==> src/rtl/usb_ep_status_pkg.sv <==
// Shared definitions for the USB endpoint status RAM aux-port sequencer.
// Address/data widths are fixed by the status RAM geometry.
package usb_ep_status_pkg;

  localparam int unsigned EPS_AW     = 8;
  localparam int unsigned EPS_DW     = 16;
  localparam int unsigned EPS_RD_LAT = 3;

  // Value loaded into the WAIT countdown at the read grant; the response
  // fires when it reaches 1, i.e. EPS_RD_LAT cycles after the grant.
  localparam logic [1:0] EPS_WAIT_LOAD = 2'(EPS_RD_LAT - 1);

  typedef enum logic [1:0] {
    S_IDLE  = 2'd0,
    S_ISSUE = 2'd1,
    S_WAIT  = 2'd2,
    S_INIT  = 2'd3
  } eps_state_e;

endpackage : usb_ep_status_pkg

==> src/rtl/usb_ep_status_ctrl_if.sv <==
// Request/response bus between the CPU bridge (master) and the
// endpoint status sequencer (slave).
interface usb_ep_status_ctrl_if;
  import usb_ep_status_pkg::*;

  logic              req_valid;
  logic              req_ready;
  logic              req_write;
  logic [EPS_AW-1:0] req_addr;
  logic [EPS_DW-1:0] req_wdata;
  logic              rsp_valid;
  logic [EPS_DW-1:0] rsp_rdata;

  modport master (
    output req_valid, req_write, req_addr, req_wdata,
    input  req_ready, rsp_valid, rsp_rdata
  );

  modport slave (
    input  req_valid, req_write, req_addr, req_wdata,
    output req_ready, rsp_valid, rsp_rdata
  );

endinterface : usb_ep_status_ctrl_if

==> src/rtl/usb_ep_status_ctrl.sv <==
// Sequencer between a request/response bus and the aux R/W port of the
// USB endpoint status RAM. Retries while the priority port holds the RAM,
// tracks the fixed read latency and returns one response per request.
// Optional post-reset zero-fill sweep: define USB_EP_STATUS_INIT_EN.
module usb_ep_status_ctrl
  import usb_ep_status_pkg::*;
(
  input  logic              clk,
  input  logic              rst,
  usb_ep_status_ctrl_if.slave bus,
  output logic [EPS_AW-1:0] s_addr_0,
  output logic              s_read_0,
  output logic              s_zero_0,
  output logic              s_write_0,
  output logic [EPS_DW-1:0] s_din_0,
  input  logic [EPS_DW-1:0] s_dout_3,
  input  logic              s_ready_0,
  output logic              init_busy
);

  eps_state_e        state_q;
  logic [1:0]        lat_cnt_q;
  logic              rsp_valid_q;
  logic              s_read_q;
  logic              s_write_q;
  logic [EPS_AW-1:0] s_addr_q;
  logic [EPS_DW-1:0] s_din_q;

`ifdef USB_EP_STATUS_INIT_EN
  logic [EPS_AW-1:0] init_cnt_q;
  logic              init_busy_q;
`endif

  // Main sequencer: accept, issue with retry, read-latency countdown, init sweep
  always_ff @(posedge clk or posedge rst) begin
    if (rst) begin
`ifdef USB_EP_STATUS_INIT_EN
      state_q     <= S_INIT;
      init_cnt_q  <= '0;
      init_busy_q <= 1'b1;
`else
      state_q     <= S_IDLE;
`endif
      lat_cnt_q   <= '0;
      rsp_valid_q <= 1'b0;
      s_read_q    <= 1'b0;
      s_write_q   <= 1'b0;
      s_addr_q    <= '0;
      s_din_q     <= '0;
    end else begin
      rsp_valid_q <= 1'b0;
      case (state_q)
        S_IDLE: begin
          if (bus.req_valid) begin
            s_addr_q  <= bus.req_addr;
            s_din_q   <= bus.req_wdata;
            s_write_q <= bus.req_write;
            s_read_q  <= ~bus.req_write;
            state_q   <= S_ISSUE;
          end
        end
        S_ISSUE: begin
          if (s_ready_0) begin
            s_read_q  <= 1'b0;
            s_write_q <= 1'b0;
            if (s_write_q) begin
              rsp_valid_q <= 1'b1;
              state_q     <= S_IDLE;
            end else begin
              lat_cnt_q <= EPS_WAIT_LOAD;
              state_q   <= S_WAIT;
            end
          end
        end
        S_WAIT: begin
          if (lat_cnt_q == 2'd1) begin
            rsp_valid_q <= 1'b1;
            state_q     <= S_IDLE;
          end else begin
            lat_cnt_q <= lat_cnt_q - 2'd1;
          end
        end
        S_INIT: begin
`ifdef USB_EP_STATUS_INIT_EN
          if (s_ready_0) begin
            init_cnt_q <= init_cnt_q + 1'b1;
            if (init_cnt_q == '1) begin
              init_busy_q <= 1'b0;
              state_q     <= S_IDLE;
            end
          end
`else
          state_q <= S_IDLE;
`endif
        end
        default: state_q <= S_IDLE;
      endcase
    end
  end

  assign bus.req_ready = (state_q == S_IDLE);
  assign bus.rsp_valid = rsp_valid_q;
  assign bus.rsp_rdata = s_dout_3;
  assign s_read_0      = s_read_q;
  assign s_zero_0      = 1'b0;

`ifdef USB_EP_STATUS_INIT_EN
  // The sweep write is driven straight from init_busy_q so the first grant can
  // land in the first cycle after reset; masking with rst keeps the aux
  // request low while reset is still held.
  assign s_write_0 = s_write_q | (init_busy_q & ~rst);
  assign s_addr_0  = init_busy_q ? init_cnt_q : s_addr_q;
  assign s_din_0   = init_busy_q ? '0 : s_din_q;
  assign init_busy = init_busy_q;
`else
  assign s_write_0 = s_write_q;
  assign s_addr_0  = s_addr_q;
  assign s_din_0   = s_din_q;
  assign init_busy = 1'b0;
`endif

endmodule : usb_ep_status_ctrl

==> src/flat_wrapper.sv <==
// flat-port wrapper written by rule: the top's interface ports become plain ports
module usb_ep_status_ctrl_flat import usb_ep_status_pkg::*;
  (clk, rst, s_addr_0, s_read_0, s_zero_0, s_write_0, s_din_0, s_dout_3, s_ready_0, init_busy, bus_req_valid, bus_req_write, bus_req_addr, bus_req_wdata, bus_req_ready, bus_rsp_valid, bus_rsp_rdata);
  usb_ep_status_ctrl_if bus_i ();
  input  logic clk;
  input  logic rst;
  output logic [EPS_AW-1:0] s_addr_0;
  output logic s_read_0;
  output logic s_zero_0;
  output logic s_write_0;
  output logic [EPS_DW-1:0] s_din_0;
  input  logic [EPS_DW-1:0] s_dout_3;
  input  logic s_ready_0;
  output logic init_busy;
  input wire logic [$bits(bus_i.req_valid)-1:0] bus_req_valid;
  input wire logic [$bits(bus_i.req_write)-1:0] bus_req_write;
  input wire logic [$bits(bus_i.req_addr)-1:0] bus_req_addr;
  input wire logic [$bits(bus_i.req_wdata)-1:0] bus_req_wdata;
  output wire logic [$bits(bus_i.req_ready)-1:0] bus_req_ready;
  output wire logic [$bits(bus_i.rsp_valid)-1:0] bus_rsp_valid;
  output wire logic [$bits(bus_i.rsp_rdata)-1:0] bus_rsp_rdata;
  assign bus_i.req_valid = bus_req_valid;
  assign bus_i.req_write = bus_req_write;
  assign bus_i.req_addr = bus_req_addr;
  assign bus_i.req_wdata = bus_req_wdata;
  assign bus_req_ready = bus_i.req_ready;
  assign bus_rsp_valid = bus_i.rsp_valid;
  assign bus_rsp_rdata = bus_i.rsp_rdata;
  usb_ep_status_ctrl u_core (.clk(clk), .rst(rst), .bus(bus_i), .s_addr_0(s_addr_0), .s_read_0(s_read_0), .s_zero_0(s_zero_0), .s_write_0(s_write_0), .s_din_0(s_din_0), .s_dout_3(s_dout_3), .s_ready_0(s_ready_0), .init_busy(init_busy));
endmodule
==> config.mk <==
export PLATFORM = sky130hd
export DESIGN_NAME = usb_ep_status_ctrl_flat
export DESIGN_NICKNAME = d
export VERILOG_FILES = /design/src/rtl/usb_ep_status_pkg.sv /design/src/rtl/usb_ep_status_ctrl_if.sv /design/src/rtl/usb_ep_status_ctrl.sv /design/src/flat_wrapper.sv
export SDC_FILE = /design/constraint.sdc
export NUM_CORES = 1
export LEC_CHECK = 0
export BUFFER_PORTS_ARGS = -buffer_cell sky130_fd_sc_hd__buf_2
export CAP_MARGIN = 20
export CORE_MARGIN = 5
export CORE_UTILIZATION = 30
export DETAILED_ROUTE_END_ITERATION = 10
export MAX_ROUTING_LAYER = met4
export SLEW_MARGIN = 20
export SYNTH_ARGS = -nofsm -noshare
export SYNTH_HDL_FRONTEND = slang
export SYNTH_SLANG_ARGS = --single-unit
==> constraint.sdc <==
create_clock -name clk -period 2.6 [get_ports clk]
set_input_delay 0.13 -clock clk [delete_from_list [all_inputs] [get_ports clk]]
set_output_delay 0.13 -clock clk [all_outputs]
set_load 0.01 [all_outputs]
==> out/qor.yml, run 1 <==
status: "complete, no violations"
grt_pass1_vias: 968
crit_fanout: 24
grt_busiest_layer: "met2"
ios: 91
htreeDepth: 2
clock_path_buffers: 2
layout_commonest_cell: "buf_2"
leakage_nw: 1.016
grt_max_degree: 32
syn_to_final_growth_pct: 19.89
start_kind: "flop"
grt_overflow: 0
avgViaCountPerCell: 4.202
setup_viol: 0
grtUsageTotal: 0.09221
num_rows: 26
post-place-ws_ps: 920.0
hold_viol: 0
synth-edff-count: 0
fmax_mhz: 594.7
ys_seq_area_frac: 0.4893
synth_mux_area_frac: 0.2534
drtPass1Iterations: 2
p_int_w: 0.001492
routedWlPerCell_um: 13.56
clk_pin_slew_ps: 70
ant_nets: 0
peakVddDrop_mv: 0.3361
n_antenna_cell: 0
cts_root_buf: "clkbuf_8"
post-route-util: 0.3721
combinationalPowerShare: 0.471
wirelength_um: 3092
worstPathArrival_ps: 1840
postPlaceCellArea_um2: 1807
cts_sinks: 31
yosys_register_bits: 31
tns_ps: 0
via_count: 958
ys.warnings.count: 0
power_density_nw_per_um2: 1185
whs_path_depth: 2
drt-initial-drc-count: 26
async_flop_share: 1.000
ys_types: 22
yosys_most_used_dff: "dfrtp_1"
rr_worst_depth: 4
cts_tree: "yes"
final_cell_mix: "buf_2 (56), dfrtp_1 (31), mux2_4 (21), ha_1 (7)"
port_buffers: 56
fin_crit_ps: 1682
fp.dieW_um: 82.69
crit_path_end_kind: "flop"
seq_power_share: 0.370
start_util: 0.3104
synth_compound_area_frac: 0.03867
synthXorXnorAreaFrac: 0
cts_made_buffers: 5
clkPwrFrac: 0.158
cp.required_ps: 2760
final_layout_size_suffix_gt1_frac: 0.6013
final_max_slew_viol_count: 0
fin_crit_sh: 0.6468
grt_setup_unrepaired: "no"
synthSimpleGateAreaFrac: 0.04736
cap_violations: 0
antenna_found_initial: 0
hold_class: "input port to flop"
die_h_um: 82.69
use_met2: 0.1474
syn-cell-area_um2: 1585
switching_share: 0.3371
die_area_um2: 6838
design_area_um2: 1901
finalHoldWorstSlack_ps: 54.06
power_switching_w: 0.0007589
grt_pass1_wl_um: 4436
drc: 0
nets: 209
dp_hpwl_um: 2264
setup_ws_ps: 918.4
gr-usage-met3: 0.03688
critPathKind: "flop to flop"
syn_inst: 111
clk_latency_ps: 280
core_um2: 5107
met1_usage: 0.09725
synthAdderAreaFrac: 0.05525
routabilityCongestion: 0.7233
syn_avg_cell_area_um2: 14.28
synth_top_family_by_area: "multiplexers"
skew_ps: 6.720
==> per-layer routing <==
layer  part of all wire  vias to the layer above
met4              0.017                        0
met3              0.076                        6
met1               0.41                      464
met5                  0                        -
met2               0.50                       41
li1                   -                      447
==> cells in the mapped netlist (2+ instances only) <==
library cell	count	area share
o21ai_0	2	0.0063
mux2i_1	3	0.019
mux2_2	5	0.036
nand2b_1	2	0.0079
mux2_4	21	0.20
ha_1	7	0.055
nor2b_1	2	0.0079
dfrtp_1	31	0.49
nand2_1	3	0.0071
buf_4	18	0.085
inv_1	5	0.012
buf_6	2	0.014
==> cell type report <==
class,instances,area [um2]
Timing Repair Buffer,58,297.8
Multi-Input combinational cell,55,633.1
Clock buffer,5,68.82
Clock inverter,3,15.01
Inverter,6,22.52
Fill cell,508,3207
Tap cell,70,87.58
Sequential cell,31,775.7
==> stage by stage <==
step           total power, W  cells
5_1_grt              0.002417    228
2_1_floorplan        0.001616    112
6_report             0.002251    228
3_5_place_dp         0.001918    219
3_3_place_gp         0.001910    219
4_1_cts              0.002302    228
==> power groups by stage <==
stage	registers (W)	clock network [W]	logic [W]
global route	0.000860	0.000404	0.00115
floorplan	0.000934	0	0.000682
detailed placement	0.000842	0	0.00108
CTS	0.000837	0.000381	0.00108
global placement	0.000840	0	0.00107
finish	0.000833	0.000357	0.00106
==> what timing repair did <==
item / 4_1_cts / 5_1_grt
hold buffers: 1 / 0
resized for setup: 0 / 0
buffers inserted: 0 / 0
hold endpoints to repair: 31 / 0
==> flip-flops by register name (all words and copies together), names as in the netlist <==
name / cells
u_core.bus.rsp_valid: 1
u_core.lat_cnt_q: 2
u_core.s_addr_0: 8
u_core.s_din_0: 16
u_core.s_read_0: 1
u_core.s_write_0: 1
u_core.state_q: 2
==> worst max-delay path: stages (launching register included) <==
cell,delay [ps]
dfrtp_1,400
inv_1,110
ha_1,290
nand2_4,380
mux2_2,380
==> logic make-up (layout without fill, tap and decap cells) <==
kind of cell / after synthesis / count (layout)
fa+ha+maj: 7 / 7
mux: 29 / 29
buf+inv: 26 / 72
flops: 31 / 31
other cells: 1 / 2
simple gates: 11 / 11
compound gates: 6 / 6
==> worst paths after layout <==
check / from / to / slack [ps]
max in group asynchronous: rst / u_core.s_din_0[9] / 1810
hold reg to reg: u_core.s_addr_0[4] / u_core.s_addr_0[4] / 510
setup / recovery: u_core.state_q[0] / u_core.s_addr_0[1] / 920
setup reg to reg: u_core.state_q[0] / u_core.s_addr_0[1] / 920
min in group asynchronous: rst / u_core.s_din_0[6] / 490
hold / removal: bus_req_write / u_core.s_read_0 / 50
Note: power is estimated with default switching activity, not from simulation.
==> inputs of run 2 (changes only) <==
--- a/config.mk
+++ b/config.mk
@@ -5,6 +5,7 @@
 export SDC_FILE = /design/constraint.sdc
 export NUM_CORES = 1
 export LEC_CHECK = 0
+export ABC_AREA = 1
 export BUFFER_PORTS_ARGS = -buffer_cell sky130_fd_sc_hd__buf_2
 export CAP_MARGIN = 20
 export CORE_MARGIN = 5
==> constraint.sdc (replaced) <==
create_clock -name clk -period 1.5 [get_ports clk]
set_input_delay 0.075 -clock clk [delete_from_list [all_inputs] [get_ports clk]]
set_output_delay 0.075 -clock clk [all_outputs]
set_load 0.01 [all_outputs]
==> run 2 against run 1 <==
Against the previous run: critical path depth grew 2; critical path type unchanged; maximum frequency grew 22%; cell count grew 34%; sequential power grew 70%; register-to-register slack lost 800 ps; sequential share of layout area shrank 0.66 points; global-route usage grew 2.4 points.
==> out/qor.yml, run 2 <==
layout_commonest_cell: "nand2_1"
dp_hpwl_um: 2804
port_buffers: 56
power_density_nw_per_um2: 1987
core_um2: 5172
cp.required_ps: 1670
wl_met1_um: 1554
synth.area.top_cells: "dfrtp_1 (48%), nand2_1 (16%), buf_4 (10%)"
synth.most_common_cell: "nand2_1"
leakage_nw: 1.114
status: "complete, no violations"
grt_pass1_vias: 1334
ff2ff_setup_slack_ps: 120
fp.dieW_um: 83.41
cts_sinks: 31
critPathKind: "flop to flop"
syn_to_final_growth_pct: 19.50
worstPathArrival_ps: 1550
fmax_mhz: 724.5
crit_fanout: 4
final_max_slew_viol_count: 0
syn_inst: 190
setup_viol: 0
postPlaceCellArea_um2: 1815
tns_ps: 0
skew_ps: 9.908
largest_reg_flops: 16
num_rows: 26
start_kind: "flop"
yosys.area.top_type: "dfrtp_1"
yosys_most_used_dff: "dfrtp_1"
htreeDepth: 2
clock_path_buffers: 2
drc: 0
die_area_um2: 6956
peakVddDrop_mv: 0.5446
n_antenna_cell: 0
yosys_register_bits: 31
grt_pass1_wl_um: 6348
routedWlPerCell_um: 12.64
drtPass1Iterations: 4
ys_seq_area_frac: 0.4799
routabilityCongestion: 0.8647
synth-edff-count: 0
wl_met3_um: 370
fin_crit_ps: 1380
hold_viol: 0
grt_setup_unrepaired: "no"
fill_cells: 544
nets: 287
final_cell_mix: "nand2_1 (69), buf_2 (56), dfrtp_1 (31), nand3_1 (28), inv_1 (11)"
drt-initial-drc-count: 66
final_layout_size_suffix_gt1_frac: 0.3191
avgViaCountPerCell: 4.239
antenna_found_initial: 0
multi_input_comb_area_um2: 608.1
hold_class: "input port to flop"
yosysTopAreaCellShare: 0.4799
async_flop_share: 1.000
grt_overflow: 0
clk_latency_ps: 280
fin_crit_sh: 0.9202
cts_tree: "yes"
postCtsSetupRepairBufs: 0
design_area_um2: 1932
syn_avg_cell_area_um2: 8.508
ys_types: 17
wirelength_um: 3854
ys_top_cells_by_count: "nand2_1 (69), dfrtp_1 (31), nand3_1 (28)"
ant_nets: 0
crit_path_end_kind: "flop"
ios: 91
die_h_um: 83.41
seq_area_um2: 775.7
cap_violations: 0
grt_max_degree: 32
cts_root_buf: "clkbuf_8"
grtUsageTotal: 0.1160
via_count: 1293
start_util: 0.3125
met2WireLength_um: 1900
ys.warnings.count: 0
syn-cell-area_um2: 1617
clk_pin_slew_ps: 70
cts_made_buffers: 5
top_layer: "met4"
[run 2: changes by cell type in the layout (fill, tap and decap cells not counted), moves of 5 or more]
cell,change
mux2_4,-21
nand2_1,+66
nor2_1,+6
mux2_2,-5
inv_1,+6
nand3_1,+27
[run 2: worst paths after layout]
| kind | from | to | cells after the start |
|---|---|---|---|
| max | u_core.state_q[0] | u_core.lat_cnt_q[1] | 6 |
| min | bus_req_wdata[4] | u_core.s_din_0[4] | 3 |
| max reg2reg | u_core.state_q[0] | u_core.lat_cnt_q[1] | 6 |
| min reg2reg | u_core.s_din_0[0] | u_core.s_din_0[0] | 2 |
| max in group asynchronous | rst | u_core.s_din_0[2] | 4 |
| min in group asynchronous | rst | u_core.lat_cnt_q[0] | 4 |
[run 2: cells by family (layout without fill, tap and decap cells)]
kind of cell    count (synthesis)  in the layout  synth area share
compound gates                  4              4           0.01780
fa+ha+maj                       7              7           0.05418
buf+inv                        38             81            0.1579
flops                          31             31            0.4799
other cells                     1              2          0.002320
simple gates                  109            110            0.2879
[run 2: final cells by class]
class,instances,share of cell area
Inverter,12,0.02332
Tap cell,70,0.04534
Clock buffer,6,0.04275
Multi-Input combinational cell,123,0.3148
Timing Repair Buffer,62,0.1697
Clock inverter,1,0.002591
Sequential cell,31,0.4016
[run 2: what timing repair did]
| item | 4_1_cts | 5_1_grt |
|---|---|---|
| hold endpoints to repair | 31 | 0 |
| hold buffers | 1 | 0 |
| gates resized for setup | 0 | 3 |
| setup endpoints to repair | 0 | 12 |
[run 2: power breakdown]
part	internal [W]	switching [W]	total [W]
Combinational	0.000701	0.00106	0.00176
Sequential	0.00122	0.000201	0.00142
Clock	0.000359	0.000302	0.000661
[run 2: worst max-delay path, cell delays in order (launching register included)]
cell     delay [ps]
dfrtp_1         410
inv_1           180
ha_1            230
inv_1            60
or2_2           270
nand3_1          80
nand2_1          60
[run 2: metrics by stage]
step | util | instances | hold WS (ps) | setup slack (ps) | total power, W
floorplan | - | 191 | 178.5 | 186.9 | 0.002614
global placement | 0.3510 | 296 | 150.1 | 90.93 | 0.003128
detailed placement | 0.3510 | 296 | 150.1 | 44.33 | 0.003161
CTS | 0.3699 | 304 | 13.49 | 30.86 | 0.003847
global route | 0.3735 | 305 | 27.90 | 12.17 | 0.004216
finish | 0.3735 | 305 | 19.00 | 119.7 | 0.003838
[run 2: routing by layer]
layer,GRT usage,vias to the layer above
met1,0.1217,587
met2,0.1939,40
li1,-,662
met5,-,-
met3,0.05149,4
met4,0.04012,0
